`config.mk`:
```
export PLATFORM = sky130hd
export DESIGN_NAME = gcd_bank
export DESIGN_NICKNAME = d
export VERILOG_FILES = /design/src/rtl/gcd_bank.sv
export SDC_FILE = /design/constraint.sdc
export NUM_CORES = 1
export LEC_CHECK = 0
export ABC_AREA = 0
export CORE_ASPECT_RATIO = 2
export CORE_MARGIN = 4
export CORE_UTILIZATION = 65
export DETAILED_ROUTE_END_ITERATION = 8
export PLACE_DENSITY = 0.83
export SYNTH_ARGS = -nofsm -noshare
export SYNTH_HDL_FRONTEND = slang
export SYNTH_SLANG_ARGS = --single-unit
```
`constraint.sdc`:
```
create_clock -name clk -period 10.05 [get_ports clk]
set_input_delay 1.005 -clock clk [delete_from_list [all_inputs] [get_ports clk]]
set_output_delay 1.005 -clock clk [all_outputs]
set_load 0.05 [all_outputs]
```
`src/rtl/gcd_bank.sv`:
```
// gcd_bank: bank of modulo-MOD accumulator entries. In SETUP each entry can be
// incremented by data_in. A 'next' request computes the GCD of all entries one
// subtract/swap step per cycle, and the result readout then shows each entry
// divided by that GCD.
module gcd_bank #(
  parameter  int WIDTH   = 4,
  parameter  int ENTRIES = 2,
  parameter  int MOD     = 10,
  localparam int SEL_W   = $clog2(ENTRIES)
) (
  input  logic             clk,
  input  logic             rst_n,
  input  logic [SEL_W-1:0] select,
  input  logic             add,
  input  logic             next,
  input  logic [WIDTH-1:0] data_in,
  output logic [WIDTH-1:0] data_out,
  output logic             busy
);

  typedef enum logic [1:0] {
    SETUP  = 2'd0,
    CALC   = 2'd1,
    RESULT = 2'd2
  } state_t;

  state_t           state_q, state_d;
  logic [WIDTH-1:0] entry_q [ENTRIES];
  logic [WIDTH-1:0] entry_d [ENTRIES];
  logic [WIDTH-1:0] a_q, a_d;
  logic [WIDTH-1:0] b_q, b_d;
  logic [WIDTH-1:0] gcd_q, gcd_d;
  logic [WIDTH-1:0] data_out_q, data_out_d;
  logic [SEL_W-1:0] idx_q, idx_d;
  logic             busy_q, busy_d;
  logic             add_prev_q, add_prev_d;
  logic             next_prev_q, next_prev_d;

  logic             add_pulse_s;
  logic             next_pulse_s;
  logic             sel_valid_s;
  logic [WIDTH-1:0] sel_entry_s;
  logic [WIDTH-1:0] nxt_entry_s;
  logic [WIDTH-1:0] upd_val_s;
  logic [WIDTH-1:0] post_entry_s;
  logic [WIDTH:0]   sum_s;
  logic [SEL_W-1:0] idx_inc_s;

  // Entry scaled by the GCD; a zero GCD (all entries zero) leaves it unscaled.
  function automatic logic [WIDTH-1:0] scaled(input logic [WIDTH-1:0] x,
                                              input logic [WIDTH-1:0] g);
    if (g == {WIDTH{1'b0}}) begin
      return x;
    end else begin
      return x / g;
    end
  endfunction

  // Edge detection, entry lookup for select and idx+1, and the modular sum.
  always_comb begin
    add_pulse_s  = add & ~add_prev_q;
    next_pulse_s = next & ~next_prev_q;
    sel_valid_s  = (32'(select) < 32'(ENTRIES));
    idx_inc_s    = idx_q + SEL_W'(1);
    sel_entry_s  = {WIDTH{1'b0}};
    nxt_entry_s  = {WIDTH{1'b0}};
    for (int i = 0; i < ENTRIES; i++) begin
      sel_entry_s = (select == SEL_W'(i)) ? entry_q[i] : sel_entry_s;
      nxt_entry_s = (idx_inc_s == SEL_W'(i)) ? entry_q[i] : nxt_entry_s;
    end
    // Sum carried at WIDTH+1 bits so data_in near 2^WIDTH cannot wrap early.
    sum_s        = {1'b0, sel_entry_s} + {1'b0, data_in};
    upd_val_s    = WIDTH'(sum_s % (WIDTH+1)'(MOD));
    post_entry_s = (add_pulse_s && sel_valid_s) ? upd_val_s : sel_entry_s;
  end

  // Next-state logic for the mode FSM, the entries and the GCD datapath.
  always_comb begin
    state_d     = state_q;
    entry_d     = entry_q;
    a_d         = a_q;
    b_d         = b_q;
    gcd_d       = gcd_q;
    idx_d       = idx_q;
    busy_d      = busy_q;
    data_out_d  = data_out_q;
    add_prev_d  = add;
    next_prev_d = next;

    case (state_q)
      SETUP: begin
        for (int i = 0; i < ENTRIES; i++) begin
          if (add_pulse_s && sel_valid_s && (select == SEL_W'(i))) begin
            entry_d[i] = upd_val_s;
          end else begin
            entry_d[i] = entry_q[i];
          end
        end
        data_out_d = post_entry_s;
        // A simultaneous add is already folded into entry_d, so CALC sees it.
        if (next_pulse_s) begin
          state_d = CALC;
          busy_d  = 1'b1;
          a_d     = entry_d[0];
          b_d     = entry_d[1];
          idx_d   = SEL_W'(1);
        end else begin
          state_d = SETUP;
        end
      end
      CALC: begin
        if (next_pulse_s) begin
          state_d    = SETUP;
          busy_d     = 1'b0;
          data_out_d = sel_entry_s;
        end else if (b_q == {WIDTH{1'b0}}) begin
          // a is the GCD of entries 0..idx; fold in the next entry or finish.
          if (idx_q == SEL_W'(ENTRIES - 1)) begin
            gcd_d   = a_q;
            state_d = RESULT;
            busy_d  = 1'b0;
          end else begin
            idx_d = idx_inc_s;
            b_d   = nxt_entry_s;
          end
        end else if (a_q >= b_q) begin
          a_d = a_q - b_q;
        end else begin
          a_d = b_q;
          b_d = a_q;
        end
      end
      RESULT: begin
        if (next_pulse_s) begin
          state_d    = SETUP;
          data_out_d = sel_entry_s;
        end else begin
          state_d = RESULT;
        end
      end
      default: begin
        state_d = SETUP;
        busy_d  = 1'b0;
      end
    endcase

    // Result readout uses gcd_d so the first RESULT cycle is already scaled.
    if (state_d == RESULT) begin
      data_out_d = scaled(sel_entry_s, gcd_d);
    end else begin
      data_out_d = data_out_d;
    end
    if (!sel_valid_s) begin
      data_out_d = {WIDTH{1'b0}};
    end else begin
      data_out_d = data_out_d;
    end
  end

  // State registers with asynchronous active-low clear.
  always_ff @(posedge clk or negedge rst_n) begin
    if (!rst_n) begin
      state_q     <= SETUP;
      for (int i = 0; i < ENTRIES; i++) begin
        entry_q[i] <= {WIDTH{1'b0}};
      end
      a_q         <= {WIDTH{1'b0}};
      b_q         <= {WIDTH{1'b0}};
      gcd_q       <= {WIDTH{1'b0}};
      idx_q       <= {SEL_W{1'b0}};
      busy_q      <= 1'b0;
      data_out_q  <= {WIDTH{1'b0}};
      add_prev_q  <= 1'b0;
      next_prev_q <= 1'b0;
    end else begin
      state_q     <= state_d;
      for (int i = 0; i < ENTRIES; i++) begin
        entry_q[i] <= entry_d[i];
      end
      a_q         <= a_d;
      b_q         <= b_d;
      gcd_q       <= gcd_d;
      idx_q       <= idx_d;
      busy_q      <= busy_d;
      data_out_q  <= data_out_d;
      add_prev_q  <= add_prev_d;
      next_prev_q <= next_prev_d;
    end
  end

  assign data_out = data_out_q;
  assign busy     = busy_q;

endmodule

```
# == Word-level counts from Yosys, hierarchy flattened ==
# Cells that the tools add are included.
# Widths: inputs -> output; s select.
# totals
input_bits,9
output_inout_bits,5
elab_cells,87
ff_bits,30
# op_classes
eq_ne,12
bitwise,6
n_div,2
n_mux,39
n_addsub,3
n_reduce_logical,13
n_lt_le_gt_ge,1
# ops
cell,count
$mux 4,21
$pmux 4 s2,3
$ne 3x3->1 const B,4
$reduce_and 4->1,3
$logic_not 4->1,2
$mux 1,8
$mux 2,4
$ne 2x2->1 const B,4
$pmux 2 s3,1
$add 4x4->5,1
$mod 5x4->5 const B,1
$reduce_and 5->1,1
$div 4x4->4,1
$eq 2x2->1 const B,2
$ge 4x4->1,1
$not 1->1,4
$sub 4x4->4,1
$ne 3x1->1 const B,1
$pmux 1 s3,1
$reduce_bool 3->1,1
$and 1x1->1,2
$eq 2x1->1 const B,1
$logic_and 1x1->1,2
$logic_not 2->1,1
other kinds (5),5

# == Longest topological paths before layout ==
# Gate-level depths: netlist (run 1).
# depth
depth_word,7
ltp_mapped,25
depth_no_buf,24

# == Least setup slack after synthesis (run 1) ==
# OpenSTA, ideal clock, no wires.
# synth_timing
kind,input port to flip-flop
from,input port next
to,register data_out_q[0] (netlist: data_out[0])
arrival_ns,5.390
path_buffers,1
t_required_ns,9.911
path_stages,23
path_slack_ns,4.521
setup_time_ns,0.139
path_cell_list,nor2b_1 clkbuf_1 nor3_4 mux2i_1 ha_1 a21bo_2 a22oi_2 ha_1 o21a_1 nor2_1 nor2_4 mux2i_1 ha_1 o21a_1 o21a_1 o21ai_2 mux2i_1 ha_1 a21o_1 a21o_1 a211oi_1 o31a_1 o22ai_1
# synth_between
elab_chain_cells,6
word_cells_on_any_way,15
classes_between,1 x div; 2 x eq/ne; 8 x mux; 1 x bitwise; 3 x reduce/logical
# synth_lines
element,line_no,source
"start, declared",15,"input logic next,"
$and 1x1->1 *,62,next_pulse_s = next & ~next_prev_q;
$mux 4 (tied with other cells),112,if (next_pulse_s) begin
$mux 4 or $pmux 2 s3 (tied branches),90,case (state_q)
$div 4x4->4 (tied with other cells),55,return x / g;
$mux 4 (tied with other cells),52,if (g == {WIDTH{1'b0}}) begin
$mux 4 or $reduce_and 2->1 (tied branches),n/a,
"end signal, assigned",172,data_out_q <= {WIDTH{1'b0}};
"end signal, assigned",185,data_out_q <= data_out_d;
"end, declared",33,"logic [WIDTH-1:0] data_out_q, data_out_d;"
# Mark *: on every way between the ends. The rest lies on a longest branch, timed or not.
# A chain may end at the register's enable or synchronous reset.

# == Worst setup path in the final report (run 1) ==
# Ends and elaborated chain as after synthesis.

==> results of run 1 <==
[worst min path at each step]
stage	start	to	slack (ns)	cells past startpoint
after floorplan	entry_q[4]$_DFFE_PN0P_	entry_q[4]$_DFFE_PN0P_	0.48	2
after global placement	busy$_DFFE_PN0P_	busy$_DFFE_PN0P_	0.49	2
after detailed placement	busy$_DFFE_PN0P_	busy$_DFFE_PN0P_	0.51	2
after CTS	busy$_DFFE_PN0P_	busy$_DFFE_PN0P_	0.52	2
after global routing	data_out[0]$_DFFE_PN0P_	data_out[0]$_DFFE_PN0P_	0.58	2
final	busy$_DFFE_PN0P_	busy$_DFFE_PN0P_	0.51	2
[stage by stage]
stage	cells	util [%]	worst slack (ns)	area, sq um	hold slack (ns)
after detailed placement	388	70.6	3.53	3060	0.508
after floorplan	330	-	4.52	2930	0.485
after global placement	388	70.6	3.61	3060	0.491
after global routing	395	72.4	3.37	3140	0.576
after CTS	395	72.4	3.82	3140	0.523
final	395	72.4	3.79	3140	0.511
[registers in the layout, indices dropped and copies added (netlist names)]
name	cells
a_q	4
next_prev_q	1
entry_q	8
add_prev_q	1
b_q	4
gcd_q	4
idx_q	1
data_out	4
busy	1
state_q	2
[final cells by class]
| type | count | area (sq um) |
|---|---|---|
| Tap cell | 54 | 67.6 |
| Inverter | 22 | 82.6 |
| Timing Repair Buffer | 15 | 145 |
| Sequential cell | 30 | 751 |
| Fill cell | 372 | 1200 |
| Multi-Input combinational cell | 267 | 2020 |
| Clock inverter | 2 | 10.0 |
| Clock buffer | 5 | 68.8 |
[logic make-up (layout without fill, tap and decap cells)]
family                   count (synthesis)  count (layout)
buffers and inverters                   33              44
XOR/XNOR                                 7               7
flip-flops                              30              30
multiplexers                            33              33
AND/OR/NAND/NOR                        107             107
adder cells (fa/ha/maj)                 30              30
AO/OA/AOI/OAI                           90              90
[layout by cell type (no fill, tap or decap), types with 3 or more instances in the layout]
master and count:
o21ai_0 17, nor2b_1 6, nand2_1 30, clkdlybuf4s50_1 13, a31oi_1 3, mux2_2 3
xor2_1 3, mux2i_1 25, and3_1 4, and2_1 4, a21oi_1 14, nand3b_1 3
xnor2_1 4, dfrtp_1 30, nor2_1 24, mux2_4 4, a21o_1 7, o21a_1 5
ha_1 28, a211oi_1 8, nand2b_1 5, inv_1 22, o211ai_1 4, nor3_1 7
nand3_1 3, clkbuf_8 5, or3_1 5, nor4_1 3
[routing by layer]
| layer | global-route usage [%] | up-vias | wire, microns |
|---|---|---|---|
| li1 | - | 1230 | - |
| met1 | 26.9 | 1257 | 2780 |
| met2 | 53.3 | 56 | 4030 |
| met3 | 2.63 | 31 | 156 |
| met4 | 17.0 | 0 | 376 |
| met5 | 0 | - | 0 |
[worst min-delay path: stages, from the launching register on]
cell and delay (ns):
dfrtp_1 0.34, nor2_1 0.05, nor2_1 0.08
==> results.rst, run 1 <==
.. list-table::
   :header-rows: 1

   * - Metric
     - Value
   * - Result of the run
     - complete, no violations
   * - CTS H-Tree Depth
     - 2
   * - Starting DRT DRC Count
     - 78
   * - Worst-case register-to-register setup slack
     - 3.81 ns
   * - Clock tree from TritonCTS
     - built
   * - Cell with the largest stage delay on the worst path
     - mux2i_1
   * - Die Footprint
     - 0.00570 sq mm
   * - Xor/xnor share of the synthesized area
     - 2.10%
   * - Die height
     - 103 microns
   * - Cell-by-cell listing of the critical path
     - clkdlybuf4s50_1 > nor2b_1 > nor3_4 > mux2i_1 > ha_1 > a21bo_2 > a22oi_2 > ha_1 > o21a_1 > nor2_1 > nor2_4 > mux2i_1 > ha_1 > o21a_1 > o21a_1 > o21ai_2 > mux2i_1 > ha_1 > a21o_1 > a21o_1 > a211oi_1 > o31a_1 > o22ai_1
   * - Most area-consuming cells after synthesis
     - dfrtp_1, ha_1, mux2i_1, nand2_1, nor2_1
   * - Max-slew violation count
     - 0
   * - Later-pin clock latency in the skew report
     - 0.29 ns
   * - Maximum Capacitance Violations
     - 0
   * - Vias in the first global route
     - 2663
   * - Aggregate negative setup slack
     - 0 ns
   * - RSZ-0062 raised after global routing
     - false
   * - Number of flops mapped to enable cells by yosys
     - 0
   * - Category of the worst setup path launch point
     - primary input
   * - Buffer cell driving the clock tree root
     - clkbuf_8
   * - Number of cells upsized or downsized after cts
     - 0
   * - Startpoint of the worst setup timing path
     - next
   * - Initial standard-cell utilization of the core
     - 67.4%
   * - CTS Buf Count
     - 5
   * - GRT Total Usage
     - 27.2%
   * - Share of synthesized area occupied by flip-flops and latches
     - 25.7%
   * - Flip-flop and latch count after synthesis
     - 30
   * - Number of failing setup endpoints in the final timing report
     - 0
   * - Synthesized-area fraction occupied by ao, oa, aoi and oai cells
     - 22.0%
   * - Hold WC Path Type
     - reg2reg
   * - Number of sinks driven by the clock tree
     - 30
   * - Initial antenna violation count
     - 0
   * - Capturing element of the worst setup path
     - data_out[0]$_DFFE_PN0P_
   * - Leading post-synthesis cells by instance count
     - dfrtp_1, nand2_1, ha_1
   * - Post-route antenna net violation count
     - 0
   * - Most common flop cell mapped by yosys
     - dfrtp_1
   * - Number of nets in the layout
     - 380
   * - Routed wire length
     - 7.34 mm
   * - Share of layout cells above drive strength 1
     - 9.09%
   * - Number of buffers on the longest clock path
     - 2
   * - Pin count of the biggest net entering global routing
     - 31
   * - Largest fanout of any net on the critical path
     - 8
   * - Gate count after technology mapping
     - 330
   * - Routed len/inst
     - 18.6 microns
   * - F_max
     - 0.160 GHz
   * - Number of hold-repair buffers added at the cts stage
     - 0
   * - Vias/cell
     - 6.52
   * - Number of DRC violations after detailed routing
     - 0
   * - Cell family contributing the most delay on the critical path
     - compound AO/OA/AOI/OAI gates
   * - Initial DRT Pass Iterations
     - 4
   * - Post-CTS setup-driven buffer insertion count
     - 0
   * - Clock transition time at the flip-flop clock pins of the worst setup and hold paths
     - 0.07 ns
   * - Number of warnings printed during yosys synthesis
     - 0
   * - Total nets after synthesis
     - 369
   * - Arr. time, crit path
     - 6.41 ns
   * - Period minus WS final
     - 6.26 ns
   * - Share of async-settable or async-resettable flops after synthesis
     - 100%
   * - Die width
     - 55.4 microns
   * - Dominant combinational cell family by area after synthesis
     - compound AO/OA/AOI/OAI gates
   * - Remaining Overflow, GRT
     - 0
   * - Final Hold Fails
     - 0
   * - Share of the synthesized area in the top cell type
     - 25.7%
   * - Library cell appearing most often on the critical path
     - ha_1
   * - Final HPWL from detailed placement
     - 5.85 mm
   * - Post-Synthesis Cell Area
     - 0.00293 sq mm
   * - Simple-gate portion of the synthesized area
     - 19.3%
   * - Worst-margin pin slew
     - 1.07 ns
   * - R2R depth
     - 24
   * - Count of cell types in the netlist
     - 66
   * - Via total after detailed routing
     - 2574
   * - Area Growth Syn to Fin
     - 7.36%
   * - Endpoint required time on the critical path
     - 10.20 ns
   * - Number of placed I/O pins
     - 14
   * - Synthesized-area fraction occupied by adder cells
     - 13.3%
   * - Gp weighted congestion
     - 0.943
   * - Wire length of the first global-routing pass
     - 12.3 mm
   * - Launch point of the worst reg-to-reg path
     - state_q[1]$_DFF_PN0_
   * - Capturing point of the worst reg2reg path
     - data_out[0]$_DFFE_PN0P_
   * - Tcrit/Tclk final
     - 62.3%
   * - Buffers & Inverters on Critical Path
     - 1
   * - Core area
     - 0.00434 sq mm
   * - Clk_skew
     - 0.00817 ns
   * - Headroom to the max-slew limit
     - 28.8%
   * - Total stage count of the critical path
     - 23
   * - Number of standard-cell rows in the floorplan
     - 34
   * - Avg Synthesized Cell Area
     - 8.86 sq um
   * - Area leader, netlist
     - dfrtp_1
   * - Type of destination of the critical path
     - flip-flop
   * - Number of input and output port buffers inserted
     - 13
   * - Delay of the slowest cell on the worst path
     - 0.58 ns
   * - Antenna diode instance count
     - 0
   * - Worst setup path category
     - in2reg
   * - Multiplexer share of the synthesized area
     - 12.1%
Power of run 1 is left out: the tool's default activity adds up to more than one toggle a clock period on the data nets, which glitch-free logic cannot reach.
==> run 2, diff against run 1 <==
--- a/config.mk
+++ b/config.mk
@@ -8,9 +8,9 @@
 export ABC_AREA = 0
 export CORE_ASPECT_RATIO = 2
 export CORE_MARGIN = 4
-export CORE_UTILIZATION = 65
+export CORE_UTILIZATION = 61
 export DETAILED_ROUTE_END_ITERATION = 8
-export PLACE_DENSITY = 0.83
+export PLACE_DENSITY = 0.79
 export SYNTH_ARGS = -nofsm -noshare
 export SYNTH_HDL_FRONTEND = slang
 export SYNTH_SLANG_ARGS = --single-unit
==> constraint.sdc (replaced) <==
create_clock -name clk -period 6.1 [get_ports clk]
set_input_delay 0.61 -clock clk [delete_from_list [all_inputs] [get_ports clk]]
set_output_delay 0.61 -clock clk [all_outputs]
set_load 0.05 [all_outputs]
==> results.rst, run 2 (same netlist as run 1, synthesis figures left out) <==
.. list-table::
   :header-rows: 1

   * - Metric
     - Value
   * - Number of sinks driven by the clock tree
     - 30
   * - Worst Hold Margin
     - 0.507 ns
   * - Die width
     - 57.0 microns
   * - Remaining Overflow, GRT
     - 0
   * - Period minus WS final
     - 5.55 ns
   * - Number of failing setup endpoints in the final timing report
     - 0
   * - Core area
     - 0.00464 sq mm
   * - Clock transition time at the flip-flop clock pins of the worst setup and hold paths
     - 0.07 ns
   * - Wire length of the first global-routing pass
     - 12.1 mm
   * - Pin count of the biggest net entering global routing
     - 31
   * - Area Growth Syn to Fin
     - 8.34%
   * - CTS Buf Count
     - 5
   * - Initial antenna violation count
     - 0
   * - Final std cells w/o fill
     - 400
   * - Number of placed I/O pins
     - 14
   * - Clk_skew
     - 0.00172 ns
   * - Number of cells upsized or downsized after cts
     - 0
   * - Number of DRC violations after detailed routing
     - 0
   * - Cell-by-cell listing of the critical path
     - or4_4 > nor3_4 > mux2i_1 > ha_1 > a21bo_2 > a22oi_2 > ha_1 > o21a_1 > nor2_1 > nor2_4 > mux2i_1 > ha_1 > o21a_1 > o21a_1 > o21ai_2 > mux2i_1 > ha_1 > a21o_1 > a21o_1 > a211oi_1 > o31a_1 > o22ai_1
   * - Largest fanout of any net on the critical path
     - 8
   * - Headroom to the max-slew limit
     - 38.2%
   * - Final core utilization
     - 68.3%
   * - Routed wire length
     - 7.32 mm
   * - Via total after detailed routing
     - 2572
   * - Die Footprint
     - 0.00603 sq mm
   * - Share of layout cells above drive strength 1
     - 9.57%
   * - Result of the run
     - complete, no violations
   * - Vias in the first global route
     - 2577
   * - F_max
     - 0.180 GHz
   * - Worst-margin pin slew
     - 0.925 ns
   * - CTS H-Tree Depth
     - 2
   * - Clock tree from TritonCTS
     - built
   * - Initial standard-cell utilization of the core
     - 63.0%
   * - GRT Total Usage
     - 25.8%
   * - Multi-input combinational cell area
     - 0.00202 sq mm
   * - Library cell appearing most often on the critical path
     - ha_1
   * - Post-route antenna net violation count
     - 0
   * - Worst setup path category
     - reg2reg
   * - Number of flip-flops in the largest register
     - 8
   * - Final HPWL from detailed placement
     - 5.85 mm
   * - Routed len/inst
     - 18.3 microns
   * - Number of hold-repair buffers added at the cts stage
     - 0
   * - Maximum Capacitance Violations
     - 0
   * - Register Area
     - 751 sq um
   * - Endpoint required time on the critical path
     - 6.24 ns
   * - Category of the worst setup path launch point
     - flip-flop
   * - Starting DRT DRC Count
     - 79
   * - Aggregate negative setup slack
     - 0 ns
   * - Cell with the largest stage delay on the worst path
     - or4_4
   * - Type of destination of the critical path
     - flip-flop
   * - Fillers
     - 409
   * - Antenna diode instance count
     - 0
   * - Vias/cell
     - 6.43
   * - Number of nets in the layout
     - 384
   * - Final Hold Fails
     - 0
   * - Number of input and output port buffers inserted
     - 13
   * - Number of standard-cell rows in the floorplan
     - 35
   * - Delay of the slowest cell on the worst path
     - 0.58 ns
   * - Die height
     - 106 microns
   * - Number of placed instances, taps included
     - 393
   * - Initial DRT Pass Iterations
     - 4
   * - RSZ-0062 raised after global routing
     - false
   * - Highest-count cells in the layout ignoring fill and taps
     - nand2_1, dfrtp_1, ha_1
   * - Number of buffers on the longest clock path
     - 2
   * - Hold WC Path Type
     - reg2reg
   * - Tcrit/Tclk final
     - 91.0%
   * - Buffer cell driving the clock tree root
     - clkbuf_8
   * - Arr. time, crit path
     - 5.69 ns
   * - Biggest register
     - entry_q
   * - Later-pin clock latency in the skew report
     - 0.28 ns
   * - Max-slew violation count
     - 0
   * - Post-CTS setup-driven buffer insertion count
     - 0
   * - Gp weighted congestion
     - 0.900
-- run 2: cell count changes in the layout (fill, tap and decap cells not counted) --
cell      previous run  this run
clkbuf_1             0         2
buf_4                2         6
clkinv_2             2         0
-- run 2: layout make-up --
class | count | share of cell area [%]
Clock buffer | 7 | 2.41
Sequential cell | 30 | 23.7
Tap cell | 55 | 2.17
Inverter | 22 | 2.61
Timing Repair Buffer | 19 | 5.53
Multi-Input combinational cell | 267 | 63.6
-- run 2: worst paths after layout --
| kind | start | end | slack [ns] | cells after the start |
|---|---|---|---|---|
| max | b_q[1]$_DFFE_PN0P_ | data_out[0]$_DFFE_PN0P_ | 0.55 | 22 |
| min | busy$_DFFE_PN0P_ | busy$_DFFE_PN0P_ | 0.51 | 2 |
| max reg2reg | b_q[1]$_DFFE_PN0P_ | data_out[0]$_DFFE_PN0P_ | 0.55 | 22 |
| min reg2reg | busy$_DFFE_PN0P_ | busy$_DFFE_PN0P_ | 0.51 | 2 |
| max in group asynchronous | rst_n | b_q[1]$_DFFE_PN0P_ | 5.05 | 2 |
| min in group asynchronous | rst_n | next_prev_q$_DFF_PN0_ | 0.72 | 2 |
-- run 2: worst max-delay path, delay by kind of cell (launching register included) --
kind	cells	cell delay, ns
flip-flops	1	0.46
adder cells (fa/ha/maj)	4	1.03
multiplexers	3	0.75
AO/OA/AOI/OAI	11	1.87
AND/OR/NAND/NOR	4	1.28
-- run 2: per-stage QoR --
step                      cell area, sq um  setup slack (ns)
after global placement                3090             0.376
final                                 3170             0.548
after CTS                             3170             0.512
after detailed placement              3090             0.318
after floorplan                       2930             0.814
after global routing                  3170             0.142
-- run 2: per-layer routing --
metal  vias to the layer above  wire (microns)  global-route usage [%]
li1                       1238               -                       -
met1                      1247            2730                    26.5
met2                        62            4030                    48.1
met3                        25             175                    2.79
met4                         0             387                    15.1
met5                         -               0                       0
Power of run 2 is left out for the same reason.
==> RTL edit 1 (config.mk and constraints of run 1) <==
Re-encode `state_t` (3 states) as one-hot, 3 bits wide.
--- a/src/rtl/gcd_bank.sv
+++ b/src/rtl/gcd_bank.sv
@@ -18,10 +18,10 @@
   output logic             busy
 );
 
-  typedef enum logic [1:0] {
-    SETUP  = 2'd0,
-    CALC   = 2'd1,
-    RESULT = 2'd2
+  typedef enum logic [2:0] {
+    SETUP  = 3'b001,
+    CALC   = 3'b010,
+    RESULT = 3'b100
   } state_t;
 
   state_t           state_q, state_d;
Behaviour: same outputs for any inputs over 4 cycles, from zero or initial values and one cycle with rst_n low; so few cycles prove little.
==> RTL edit 1 against run 1 <==
- wire length up 5.2%
- critical path type unchanged
- final area increased by 1.4%
- setup slack improved by 160 ps
- core utilization grew 0.98 points
- sequential cell count up 1
- cell count is 3.5% higher
- area after synthesis grew 0.17%
Power is left out: the tool's default activity adds up to more than one toggle a clock period on the data nets, which glitch-free logic cannot reach.
==> RTL edit 1: results (changes against run 1) <==
Mapped Nets - 376 (was 369)
largest net degree at the start of global routing - 32 (was 31)
slowest CP cell - nand4_2 (was mux2i_1)
Worst Hold Class - flop to flop (unchanged)
post-CTS setup buffers - 0 (unchanged)
worst-margin pin slew - 715 ps (was 1070 ps)
CTS root buffer - clkbuf_8 (unchanged)
WL final - 7720 um (was 7340 um)
GRT Util Overall - 29.5% (was 27.2%)
min cycle time layout - 6100 ps (was 6260 ps)
r2r setup slk - 4070 ps (was 3810 ps)
Reg clk slew, reported paths - 80 ps
Final Hold Viols - 0 (unchanged)
clock skew - 8.51 ps (was 8.17 ps)
nets@finish - 389 (was 380)
Slew Viols, Final - 0 (unchanged)
Unique masters post-synth - 67 (was 66)
ranking of synthesized cells by area - dfrtp_1 26%, ha_1 10%, mux2i_1 4.4% (was dfrtp_1 26%, ha_1 12%, mux2i_1 8.6%)
ys flop type - dfrtp_1 (unchanged)
ant diodes - 0 (unchanged)
asr flop ratio synth - 100% (unchanged)
slowest stage delay, CP - 460 ps (was 580 ps)
initial antenna violation count - 0 (unchanged)
Longest Clk Path Bufs - 2 (unchanged)
Initial DRC Count - 129 (was 78)
H-tree depth - 2 (unchanged)
post-synthesis sequential area ratio - 26.5% (was 25.7%)
CTS Buf Count - 5 (unchanged)
arrival time worst endpoint - 6280 ps (was 6410 ps)
vias per cell - 6.71 (was 6.52)
Yosys warnings - 0 (unchanged)
most frequent cells after synthesis - 31 x nand2_1, 30 x dfrtp_1, 24 x ha_1, 24 x inv_1, 23 x nor2_1 (was 30 x dfrtp_1, 30 x nand2_1, 28 x ha_1)
crit-path max FO - 13 (was 8)
DRT Pass-1 Iters - 5 (was 4)
Setup WS pre-CTS - 3680 ps (was 3530 ps)
Biggest register - entry_q (unchanged)
fraction of layout cells with a size suffix above 1 - 11.3% (was 9.09%)
first-pass GRT wire length - 13200 um (was 12300 um)
max FFs per register - 8 (unchanged)
CP delay by family, top - simple AND/OR/NAND/NOR gates (was compound AO/OA/AOI/OAI gates)
post-cts sizing count - 0 (unchanged)
IO buf count - 13 (unchanged)
Worst-Skew Late Latency - 290 ps (about the same)
Final HPWL DP - 6100 um (was 5850 um)
routability cong. - 0.919 (was 0.943)
status - finished, final reports clean (unchanged)
vias in the first global route - 2885 (was 2663)
RTL edit 1: path summary, 6_finish.rpt:
kind / startpoint / to / cells past startpoint
worst max-delay path: next / data_out[0] / 25
worst min-delay path: entry_q[7] / entry_q[7] / 2
worst max register to register: b_q[2] / data_out[0] / 24
worst min register to register: entry_q[7] / entry_q[7] / 2
max in group asynchronous: rst_n / state_q[0] / 2
min in group asynchronous: rst_n / a_q[3] / 2
RTL edit 1: routing by layer:
metal / track usage [%] / share of wire, %
met1: 27.1 / 34
met3: 4.89 / 3.3
met4: 22.1 / 7.2
met5: 0 / 0
met2: 56.9 / 55
RTL edit 1: layout make-up:
type | count | area (um^2)
Sequential cell | 31 | 777
Fill cell | 372 | 1160
Clock buffer | 7 | 96.3
Multi-Input combinational cell | 276 | 1990
Inverter | 25 | 95.1
Tap cell | 54 | 67.6
Timing Repair Buffer | 15 | 145
Clock inverter | 1 | 7.51
RTL edit 1: per-stage QoR:
step / hold WS [ps] / cells / instance area (um^2)
after floorplan: 464 / 341 / 2930
after global placement: 488 / 401 / 3080
after detailed placement: 491 / 401 / 3080
after CTS: 535 / 409 / 3180
after global routing: 569 / 409 / 3180
final: 537 / 409 / 3180
RTL edit 1: logic make-up after synthesis:
logic type      after synthesis  synth area share [%]
compound gates              103                  24.2
flops                        31                  26.5
simple gates                120                  22.2
xor+xnor                      8                  2.39
fa+ha+maj                    26                  11.6
buf+inv                      34                  5.42
mux                          19                  7.64
RTL edit 1: tightest hold or removal path, stage by stage (launching register included):
cell     delay, ps
dfrtp_1        380
nand2_1         50
o21ai_0         70
==> RTL edit 2 (flow settings as in run 1) <==
Made on the original files. `ENTRIES`: 2 -> 4.
--- a/src/rtl/gcd_bank.sv
+++ b/src/rtl/gcd_bank.sv
@@ -4,7 +4,7 @@
 // divided by that GCD.
 module gcd_bank #(
   parameter  int WIDTH   = 4,
-  parameter  int ENTRIES = 2,
+  parameter  int ENTRIES = 4,
   parameter  int MOD     = 10,
   localparam int SEL_W   = $clog2(ENTRIES)
 ) (
Interface: changed (resized select); port bits go from 14 to 15. The function was not compared with the original's and may differ.
==> RTL edit 2 against run 1 <==
- final area is 21% higher
- wire length is 34% higher
- sequential cell count is 9 higher
- area after synthesis is 20% higher
- fmax is 0.24% lower
- setup slack worse by 15 ps
- critical path type unchanged
- critical endpoint is now entry_q[6]
Power is not shown: default switching activity piles up to over one toggle a cycle in this logic, so the estimate is an artifact.
==> RTL edit 2: results (changes against run 1) <==
status - finished, final reports clean (unchanged)
Worst Hold Class - flop to flop (unchanged)
fraction of layout cells with a size suffix above 1 - 8.96% (was 9.09%)
post-synthesis sequential area ratio - 27.8% (was 25.7%)
Reg clk slew, reported paths - 80 ps
Initial DRC Count - 210 (was 78)
vias in the first global route - 3318 (was 2663)
ranking of synthesized cells by area - dfrtp_1 28%, ha_1 12%, nand2_1 4.9% (was dfrtp_1 26%, ha_1 12%, mux2i_1 8.6%)
crit-path max FO - 12 (was 8)
IO buf count - 14 (was 13)
largest net degree at the start of global routing - 40 (was 31)
Setup WS pre-CTS - 3580 ps (was 3530 ps)
routability cong. - 1.02 (was 0.943)
Worst slew margin - 26.0% (was 28.8%)
arrival time worst endpoint - 6440 ps (was 6410 ps)
most frequent cells after synthesis - 46 x nand2_1, 39 x dfrtp_1, 33 x ha_1 (was 30 x dfrtp_1, 30 x nand2_1, 28 x ha_1)
Yosys warnings - 0 (unchanged)
max FFs per register - 16 (was 8)
slowest CP cell - clkdlybuf4s50_1 (was mux2i_1)
WL final - 9850 um (was 7340 um)
Mapped Nets - 448 (was 369)
DRT Pass-1 Iters - 5 (was 4)
first-pass GRT wire length - 16000 um (was 12300 um)
GRT Util Overall - 31.4% (was 27.2%)
vias per cell - 6.82 (was 6.52)
Unique masters post-synth - 70 (was 66)
Final HPWL DP - 7550 um (was 5850 um)
nets@finish - 457 (was 380)
## RTL edit 2: cell count changes after synthesis, moves of 6 or more
cell	run 1	this run
nand2_1	30	46
mux2i_1	25	13
dfrtp_1	30	39
nor2_1	24	32
a21oi_1	14	21
nand3_1	3	10
a21o_1	7	1
a31oi_1	3	9
inv_1	22	28
## RTL edit 2: final timing paths
kind	slack [ps]	to	cells past startpoint	from
min in group asynchronous	830	entry_q[3]	1	rst_n
setup / recovery	3770	entry_q[6]	19	select[0]
hold reg to reg	530	busy	2	busy
setup reg to reg	3930	data_out[0]	23	state_q[1]
max in group asynchronous	8630	b_q[3]	1	rst_n
hold / removal	530	busy	2	busy
## RTL edit 2: area by class of cell
cell class / count / area, um^2 / area share, %
Timing Repair Buffer: 14 / 135 / 3.56
Multi-Input combinational cell: 324 / 2370 / 62.5
Clock buffer: 6 / 72.6 / 1.91
Inverter: 28 / 105 / 2.77
Clock inverter: 2 / 60.1 / 1.58
Sequential cell: 39 / 976 / 25.7
Tap cell: 58 / 72.6 / 1.91
## RTL edit 2: tightest hold or removal path: stages (launching register included)
cell,delay (ps)
dfrtp_1,360
nor2_1,50
nor2_1,90
## RTL edit 2: cell families after synthesis
logic type,share of synthesized area (%)
buf+inv,4.60
mux,9.24
xor+xnor,1.71
flops,27.8
fa+ha+maj,12.9
simple gates,21.6
compound gates,22.1
## RTL edit 2: per-stage QoR
stage	hold WS [ps]	instances	instance area [um^2]
floorplan	463	403	3510
global placement	494	463	3660
detailed placement	511	463	3660
CTS	529	471	3790
global route	568	471	3790
finish	532	471	3790
## RTL edit 2: layer usage
metal | up-vias | global-route usage (%) | wire length, um
li1 | 1495 | - | -
met1 | 1519 | 32.6 | 3330
met2 | 154 | 55.3 | 5330
met3 | 45 | 4.76 | 580
met4 | 0 | 19.8 | 606
met5 | - | 0 | 0
